### config.mk
export PLATFORM = sky130hd
export DESIGN_NAME = stream_rr_arbiter_flat
export DESIGN_NICKNAME = d
export VERILOG_FILES = /design/src/rtl/stream_rr_arbiter_pkg.sv /design/src/rtl/stream_rr_arbiter_if.sv /design/src/rtl/stream_rr_arbiter_rr_select.sv /design/src/rtl/stream_rr_arbiter.sv /design/src/flat_wrapper.sv
export SDC_FILE = /design/constraint.sdc
export NUM_CORES = 1
export LEC_CHECK = 0
export ABC_AREA = 1
export BUFFER_PORTS_ARGS = -buffer_cell sky130_fd_sc_hd__buf_2
export CAP_MARGIN = 5
export CORE_UTILIZATION = 38
export DETAILED_ROUTE_END_ITERATION = 16
export GPL_ROUTABILITY_DRIVEN = 0
export GPL_TIMING_DRIVEN = 0
export PLACE_DENSITY = 0.72
export SYNTH_ARGS = -nofsm -noshare
export SYNTH_HDL_FRONTEND = slang
export SYNTH_SLANG_ARGS = --single-unit
### constraint.sdc
create_clock -name aclk -period 2.5 [get_ports aclk]
set_clock_uncertainty 0.2 [all_clocks]
set_input_delay 0.125 -clock aclk [delete_from_list [all_inputs] [get_ports aclk]]
set_output_delay 0.125 -clock aclk [all_outputs]
set_load 0.02 [all_outputs]
### src/rtl/stream_rr_arbiter_pkg.sv
// Shared types and defaults for the round-robin stream arbiter.
// State encoding, default geometry and a width helper used across the slice.
package stream_rr_arbiter_pkg;

    localparam int DEF_NUM_SRC = 4;
    localparam int DEF_WIDTH   = 32;

    typedef enum logic {
        IDLE = 1'b0,
        LOCK = 1'b1
    } arb_state_e;

    // Index width for a source count; kept at least 1 so a single-source build still has a port.
    function automatic int src_w(input int n);
        return (n > 1) ? $clog2(n) : 1;
    endfunction

endpackage

### src/rtl/stream_rr_arbiter_if.sv
// Bundle of per-source valid/ready inputs and the merged output stream.
// slave = arbiter side, master = the environment feeding and draining it.
interface stream_rr_arbiter_if
    import stream_rr_arbiter_pkg::*;
#(
    parameter int NUM_SRC = DEF_NUM_SRC,
    parameter int WIDTH   = DEF_WIDTH
);
    localparam int SRC_W = src_w(NUM_SRC);

    logic [NUM_SRC-1:0]       s_valid;
    logic [NUM_SRC*WIDTH-1:0] s_data;
    logic [NUM_SRC-1:0]       s_last;
    logic [NUM_SRC-1:0]       s_ready;

    logic                     m_valid;
    logic [WIDTH-1:0]         m_data;
    logic                     m_last;
    logic [SRC_W-1:0]         m_src;
    logic                     m_ready;

    modport slave (
        input  s_valid, s_data, s_last, m_ready,
        output s_ready, m_valid, m_data, m_last, m_src
    );

    modport master (
        output s_valid, s_data, s_last, m_ready,
        input  s_ready, m_valid, m_data, m_last, m_src
    );

endinterface

### src/rtl/stream_rr_arbiter_rr_select.sv
// Combinational round-robin pick: first asserted request scanning upward from ptr.
module rr_select
    import stream_rr_arbiter_pkg::*;
#(
    parameter int NUM_SRC = DEF_NUM_SRC,
    parameter int SRC_W   = src_w(NUM_SRC)
) (
    input  logic [NUM_SRC-1:0] req,
    input  logic [SRC_W-1:0]   ptr,
    output logic [SRC_W-1:0]   gnt_idx,
    output logic               any_req
);

    always_comb begin
        gnt_idx = '0;
        any_req = 1'b0;
        for (int i = 0; i < NUM_SRC; i++) begin
            int idx;
            idx = int'(ptr) + i;
            if (idx >= NUM_SRC) idx = idx - NUM_SRC;
            // First hit wins; later hits further from ptr are ignored.
            if (!any_req && req[idx[SRC_W-1:0]]) begin
                gnt_idx = idx[SRC_W-1:0];
                any_req = 1'b1;
            end
        end
    end

endmodule

### src/rtl/stream_rr_arbiter.sv
// Packet-locked round-robin arbiter merging NUM_SRC valid/ready streams into one.
// A grant is held from the first beat to the s_last beat; one idle cycle re-arbitrates.
module stream_rr_arbiter
    import stream_rr_arbiter_pkg::*;
#(
    parameter int NUM_SRC = DEF_NUM_SRC,
    parameter int WIDTH   = DEF_WIDTH
) (
    input  logic                aclk,
    input  logic                aresetn,
    stream_rr_arbiter_if.slave  bus
);

    localparam int SRC_W = src_w(NUM_SRC);

    arb_state_e         state_q, state_d;
    logic [SRC_W-1:0]   ptr_q, ptr_d;
    logic [SRC_W-1:0]   grant_q, grant_d;
    logic               m_valid_q, m_valid_d;
    logic [WIDTH-1:0]   m_data_q, m_data_d;
    logic               m_last_q, m_last_d;
    logic [SRC_W-1:0]   m_src_q, m_src_d;

    logic [SRC_W-1:0]   sel_idx;
    logic               any_req;
    logic [WIDTH-1:0]   sel_data;
    logic               sel_valid;
    logic               sel_last;
    logic               out_free;
    logic               accept;
    logic [NUM_SRC-1:0] s_ready;

    rr_select #(
        .NUM_SRC (NUM_SRC),
        .SRC_W   (SRC_W)
    ) u_rr_select (
        .req     (bus.s_valid),
        .ptr     (ptr_q),
        .gnt_idx (sel_idx),
        .any_req (any_req)
    );

    always_comb begin
        sel_data = '0;
        for (int i = 0; i < NUM_SRC; i++) begin
            if (grant_q == SRC_W'(i)) sel_data = bus.s_data[i*WIDTH +: WIDTH];
        end
    end

    assign sel_valid = bus.s_valid[grant_q];
    assign sel_last  = bus.s_last[grant_q];

    // Output register can take a beat when empty or when its current beat leaves this cycle.
    assign out_free = !m_valid_q || bus.m_ready;
    assign accept   = (state_q == LOCK) && sel_valid && out_free;

    always_comb begin
        s_ready = '0;
        if (state_q == LOCK) s_ready[grant_q] = out_free;
    end

    always_comb begin
        state_d = state_q;
        ptr_d   = ptr_q;
        grant_d = grant_q;
        unique case (state_q)
            IDLE: begin
                if (any_req) begin
                    grant_d = sel_idx;
                    state_d = LOCK;
                end
            end
            LOCK: begin
                if (accept && sel_last) begin
                    state_d = IDLE;
                    if (grant_q == SRC_W'(NUM_SRC - 1)) ptr_d = '0;
                    else                                ptr_d = grant_q + 1'b1;
                end
            end
            default: state_d = IDLE;
        endcase
    end

    always_comb begin
        m_valid_d = m_valid_q;
        m_data_d  = m_data_q;
        m_last_d  = m_last_q;
        m_src_d   = m_src_q;
        if (accept) begin
            m_valid_d = 1'b1;
            m_data_d  = sel_data;
            m_last_d  = sel_last;
            m_src_d   = grant_q;
        end else if (bus.m_ready) begin
            m_valid_d = 1'b0;
        end
    end

    always_ff @(posedge aclk or negedge aresetn) begin
        if (!aresetn) begin
            state_q   <= IDLE;
            ptr_q     <= '0;
            grant_q   <= '0;
            m_valid_q <= 1'b0;
            m_data_q  <= '0;
            m_last_q  <= 1'b0;
            m_src_q   <= '0;
        end else begin
            state_q   <= state_d;
            ptr_q     <= ptr_d;
            grant_q   <= grant_d;
            m_valid_q <= m_valid_d;
            m_data_q  <= m_data_d;
            m_last_q  <= m_last_d;
            m_src_q   <= m_src_d;
        end
    end

    assign bus.s_ready = s_ready;
    assign bus.m_valid = m_valid_q;
    assign bus.m_data  = m_data_q;
    assign bus.m_last  = m_last_q;
    assign bus.m_src   = m_src_q;

endmodule

### src/flat_wrapper.sv
// flat-port wrapper written by rule: the top's interface ports become plain ports
module stream_rr_arbiter_flat import stream_rr_arbiter_pkg::*;
#(
    parameter int NUM_SRC = DEF_NUM_SRC,
    parameter int WIDTH   = DEF_WIDTH
)
  (aclk, aresetn, bus_s_valid, bus_s_data, bus_s_last, bus_m_ready, bus_s_ready, bus_m_valid, bus_m_data, bus_m_last, bus_m_src);
  stream_rr_arbiter_if #(.NUM_SRC(NUM_SRC), .WIDTH(WIDTH)) bus_i ();
  input  logic aclk;
  input  logic aresetn;
  input wire logic [$bits(bus_i.s_valid)-1:0] bus_s_valid;
  input wire logic [$bits(bus_i.s_data)-1:0] bus_s_data;
  input wire logic [$bits(bus_i.s_last)-1:0] bus_s_last;
  input wire logic [$bits(bus_i.m_ready)-1:0] bus_m_ready;
  output wire logic [$bits(bus_i.s_ready)-1:0] bus_s_ready;
  output wire logic [$bits(bus_i.m_valid)-1:0] bus_m_valid;
  output wire logic [$bits(bus_i.m_data)-1:0] bus_m_data;
  output wire logic [$bits(bus_i.m_last)-1:0] bus_m_last;
  output wire logic [$bits(bus_i.m_src)-1:0] bus_m_src;
  assign bus_i.s_valid = bus_s_valid;
  assign bus_i.s_data = bus_s_data;
  assign bus_i.s_last = bus_s_last;
  assign bus_i.m_ready = bus_m_ready;
  assign bus_s_ready = bus_i.s_ready;
  assign bus_m_valid = bus_i.m_valid;
  assign bus_m_data = bus_i.m_data;
  assign bus_m_last = bus_i.m_last;
  assign bus_m_src = bus_i.m_src;
  stream_rr_arbiter #(.NUM_SRC(NUM_SRC), .WIDTH(WIDTH)) u_core (.aclk(aclk), .aresetn(aresetn), .bus(bus_i));
endmodule
## After elaboration in Yosys (flattened, before gate mapping)

Index checks and enable logic that the tools add are counted.

- Add/sub/neg operators: 8
- Shift-type cells: 0
- Multiplexer cells: 37
- Multipliers: 0
- Bitwise operators: 2
- Divide/modulo/power cells: 0
- $lt $le $gt $ge: 10
- Equal/unequal tests: 3
- Reductions and logical operators: 16

Operators with widths:

| kind | count |
|---|---|
| 2-to-1 mux 32 bit | 4 |
| 2-to-1 mux 2 bit | 9 |
| less-than comparator 2 x 3 -> 1 bit, second input constant | 5 |
| 2-to-1 mux 1 bit | 15 |
| binary-select mux 1 bit (select 2 bit) | 6 |
| greater-or-equal comparator 3 bit, second input constant | 3 |
| subtractor 2 x 1 -> 2 bit, second input constant | 4 |
| logical AND 1 bit | 7 |
| adder 2 x 2 -> 3 bit, second input constant | 2 |
| AND 4 bit | 1 |
| == test 2 bit, second input constant | 2 |
| logical NOT 1 bit | 4 |
| 2-to-1 mux 4 bit | 1 |
| AND reduction 2 bit | 2 |
| adder 2 x 1 -> 3 bit, second input constant | 1 |
| greater-or-equal comparator 2 x 3 -> 1 bit, second input constant | 1 |
| adder 2 x 1 -> 2 bit, second input constant | 1 |
| demux 1 bit (select 2 bit) | 1 |
| == test 2 x 1 -> 1 bit, second input constant | 1 |
| greater-or-equal comparator 2 x 1 -> 1 bit, second input constant | 1 |
| logical NOT 2 bit | 1 |
| case mux 1 bit (2 select lines) | 1 |
| nonzero test 2 bit | 1 |
| logical OR 1 bit | 1 |
| inverter 1 bit | 1 |

- RAM bits: 0
- Output and inout port bits: 40
- Bits in latches: 0
- Bits in registers: 41
- Input bits: 139
- Memories: 0
- Bits in read-only memories: 0

## Longest topological paths before layout

- Word-level depth: 16
- Mapped depth: 11

## By module

From an unflattened synthesis, not the netlist that was laid out.

- Cells, all modules: 551
- Area, all modules: 3240.6 µm²

Modules (own cells, without submodules):

| module | instances | area each (µm²) | sequential area each (µm²) | cells each |
|---|---|---|---|---|
| stream_rr_arbiter | 1 | 2921.6 | 1026.0 | 492 |
| rr_select | 1 | 319.1 | 0.0 | 59 |

## Worst setup path after synthesis

OpenSTA, ideal clock, no wires.

- Kind: register -> register
- From: reg u_core.grant_q[0]
- To: reg u_core.m_data_q[0], in the netlist u_core.bus.m_data[0]
- Data arrival time: 1683 ps
- Setup slack: 499 ps
- Period minus slack after synthesis: 2001 ps
- Cell stages (with the launch flop): 12
- Path buffers: 3
- Cell sequence: dfrtp_1 inv_2 ha_1 buf_2 inv_1 buf_4 buf_2 nand3_1 o21ai_0 nor2_1 a21oi_1 o21ai_2

- Longest elaborated chain between the ends: 5
- Elaborated cells between the ends (all ways): 12
- Classes of those cells: 3 x eq/ne; 6 x mux; 3 x reduce/logical

Ends and longest elaborated chain:

| what | line | text |
|---|---|---|
| from (decl) | stream_rr_arbiter.sv:18 | `logic [SRC_W-1:0] grant_q, grant_d;` |
| from (signal assigned) | stream_rr_arbiter.sv:111 | `grant_q <= grant_d;` |
| logical NOT 2 bit | stream_rr_arbiter.sv:46 | `if (grant_q == SRC_W'(i)) sel_data = bus.s_data[i*WIDTH +: WIDTH];` |
| 2-to-1 mux 32 bit (4 in a row) | stream_rr_arbiter.sv:46 |  |
| to (signal assigned) | stream_rr_arbiter.sv:113 | `m_data_q <= m_data_d;` |
| to (decl) | stream_rr_arbiter.sv:20 | `logic [WIDTH-1:0] m_data_q, m_data_d;` |

Parallel ways exist; a longest one is shown, timed or not. The select of a mux whose other input is x is not followed.
A chain may end at the register's enable or synchronous reset.

## Worst setup path after layout

- From: reg u_core.grant_q[1]
- To: out bus_s_ready[3]

- Longest elaborated chain between the ends: 6
- Elaborated cells between the ends (all ways): 7
- Classes of those cells: 2 x order compare; 3 x mux; 1 x bitwise; 1 x reduce/logical

Ends and longest elaborated chain:

| what | line | text |
|---|---|---|
| less-than comparator 2 x 3 -> 1 bit (not written as such) / greater-or-equal comparator 2 x 1 -> 1 bit (equally long branches) | stream_rr_arbiter.sv:59 | `if (state_q == LOCK) s_ready[grant_q] = out_free;` |
| logical AND 1 bit (not written as such) | stream_rr_arbiter.sv:59 |  |
| 2-to-1 mux 1 bit (not written as such) | stream_rr_arbiter.sv:59 |  |
| demux 1 bit (select 2 bit) * | - |  |
| AND 4 bit (no source line) * | - |  |
| 2-to-1 mux 4 bit * | stream_rr_arbiter.sv:59 |  |
| to (decl) | flat_wrapper.sv:15 | `output wire logic [$bits(bus_i.s_ready)-1:0] bus_s_ready;` |

Mark *: on every way between the ends. The rest lies on a longest branch, timed or not.

==> impl_metrics.ini <==
[layout]
fin_nets = 800
antenna_cells = 0
drive_gt1_share_pct = 32.9
finish.utilization_pct = 60.6
synthToLayoutAreaGrowth_pct = 53.5

[grt]
first_global_vias = 3545
globalRouteOverflowTotal = 0
grt_use_total_pct = 27.3
grt_max_degree = 42
antenna_found_initial = 0
grt_pass1_wl_mm = 16.4

[synth]
yosysMostFrequentCell = nand2_1
syn-mean-instance-area_um2 = 6.66
synthArstFlopShare_pct = 100
synth_commonest_cells = nand2_1 (108), nand3_1 (58), nor2_1 (44)
syn_area_mm2 = 0.00288
synth_ff_type = dfrtp_1
ys_types = 25
synth.top_cell.area_share_pct = 35.6
syn_inst = 432
yosys.area.top_type = dfrtp_1
ys_seq_elements = 41
synth_area_leaders = dfrtp_1 (36%), nand2_1 (14%), nand3_1 (10%), o21ai_0 (6.6%), a21oi_1 (5.9%)
synth.net_count = 575
synth_edf_count = 0
yosys_warnings = 0
ys_seq_area_share_pct = 35.6

[critical_path]
start_kind = flop
cp.arrival_ps = 2060
reg2regPathDepth = 11
endpoint_kind = primary output
cp_max_fo = 10
critical_path_class = reg -> out
cp.required_ps = 2170

[place]
port-buffer-count = 178
dp_hpwl_mm = 8.07
place_ws_ps = 36.2

[pwr]
power.total_uw = 5580
pwr-share-comb_pct = 69.4
seqPwrFrac_pct = 21.0
p_leak_uw = 0.00235
sw_frac_of_total_pct = 52.4
p_sw_uw = 2920
peakVddDrop_uv = 777
powerDensity_mw_per_mm2 = 1260
p_clk_share_pct = 9.6
p_int_uw = 2660

[clocking]
cts_tree = yes
clk-insertion-delay-late_ps = 300
clk_pin_slew_ps = 80
htreeDepth = 2
numCtsBuffers = 5
cts_sinks = 41
cts_root_buf = clkbuf_8
clockBufferDepth = 2

[route]
wl_per_cell_um = 14.7
ant_nets = 0
drt_iter0_drc = 185
vias = 3909
wl_mm = 11.1
via_per_inst = 5.17
drc = 0
drt_pass1_iterations = 5

[flow_run]
max_cap_viol_count = 0

[floorplanning]
pin_count = 179
die_w_um = 89.0
die_area_mm2 = 0.00793
initial_utilization_pct = 39.5
core_mm2 = 0.00729
die_height_um = 89.0
rows = 31

[sta]
min_period_over_period_pct = 95.4
slew_headroom_pct = 35.9
fin_ws_ps = 115
hold_viol = 0
max_freq_ghz = 0.419
grt_setup_unrepaired = no
setup-tns-final_ps = 0
drv_slew = 0
period_needed_ps = 2390
worst_slew_pin_slew_ps = 961
finalSetupViolations = 0

[worst_hold_path]
hold_path.class = in -> reg
min_path_cells = 5

[outcome]
status = completed
[layout by cell type, fill, tap and decap left out, types with 6 or more instances in the layout]
cell type	n
dlygate4sd3_1	41
o21ai_1	34
a21oi_1	34
dfrtp_1	40
clkbuf_1	7
inv_1	17
nor2_1	44
o21ai_2	6
nand2_1	108
o21ai_0	38
nand3_1	58
buf_2	185
a211oi_1	7
[worst max-delay path: stages, from the launching register on]
cell     delay, ps
dfrtp_1        470
ha_1           240
buf_1          440
inv_1          290
nor2_1         150
buf_2          170
[kinds of logic after synthesis]
kind of cell / count (synthesis) / share of synthesized area (%)
flip-flops: 41 / 35.6
AO/OA/AOI/OAI: 123 / 23.4
adder cells (fa/ha/maj): 4 / 1.74
buffers and inverters: 51 / 8.69
AND/OR/NAND/NOR: 213 / 30.6
[path summary, 6_finish.rpt]
kind	start	slack (ps)	to
hold / removal	bus_s_data[77]	20	u_core.bus.m_data[13]$_DFFE_PN0P_
max in group asynchronous	aresetn	1120	u_core.grant_q[0]$_DFFE_PN0P_
setup / recovery	u_core.grant_q[1]$_DFFE_PN0P_	110	bus_s_ready[3]
hold reg to reg	u_core.bus.m_last$_DFFE_PN0P_	290	u_core.bus.m_last$_DFFE_PN0P_
setup reg to reg	u_core.grant_q[0]$_DFFE_PN0P_	210	u_core.bus.m_data[17]$_DFFE_PN0P_
min in group asynchronous	aresetn	320	u_core.bus.m_data[2]$_DFFE_PN0P_
[final cells by class]
type	instances	area, µm²
Fill cell	706	2870
Multi-Input combinational cell	340	1600
Timing Repair Buffer	219	1300
Sequential cell	41	1030
Buffer	30	179
Tap cell	99	124
Inverter	20	80.1
Clock buffer	5	68.8
Clock inverter	2	35.0
[timing repair]
| item | in CTS | in global routing |
|---|---|---|
| hold endpoints to repair | 74 | 0 |
| hold buffers | 41 | 0 |
| endpoints found under the setup margin | 1 | 27 |
| setup buffers | 0 | 0 |
| resized for setup | 1 | 10 |
| pin swaps | 0 | 0 |
[power groups by stage]
| stage | Combinational, µW | Clock [µW] | Sequential, µW |
|---|---|---|---|
| 6_report | 3870 | 534 | 1170 |
| 4_1_cts | 3850 | 536 | 1160 |
| 2_1_floorplan | 2380 | 0 | 1470 |
| 3_5_place_dp | 3800 | 0 | 1170 |
| 5_1_grt | 4330 | 555 | 1200 |
| 3_3_place_gp | 3720 | 0 | 1160 |
[through the flow]
stage	cells	hold WS [ps]	instance area, µm²
global route	756	44.3	4420
global placement	709	108	3890
CTS	757	15.1	4410
detailed placement	709	137	3890
finish	756	22.2	4420
floorplan	432	-371	2880
[flip-flops by register name, summed over array words and instances, names as in the netlist]
register and cells:
u_core.bus.m_last 1, u_core.state_q 1, u_core.ptr_q 2, u_core.grant_q 2, u_core.bus.m_data 32, u_core.bus.m_src 2
u_core.bus.m_valid 1
[metal layers]
| layer | vias to the layer above | wire [µm] | share of wire [%] | GRT usage [%] |
|---|---|---|---|---|
| met1 | 1777 | 4500 | 40 | 31.9 |
| met4 | 0 | 203 | 1.8 | 8.23 |
| li1 | 1907 | - | - | - |
| met3 | 19 | 899 | 8.1 | 3.88 |
| met2 | 206 | 5520 | 50 | 51.5 |
| met5 | - | 0 | 0 | 0 |
(Power assumes the default switching activity.)
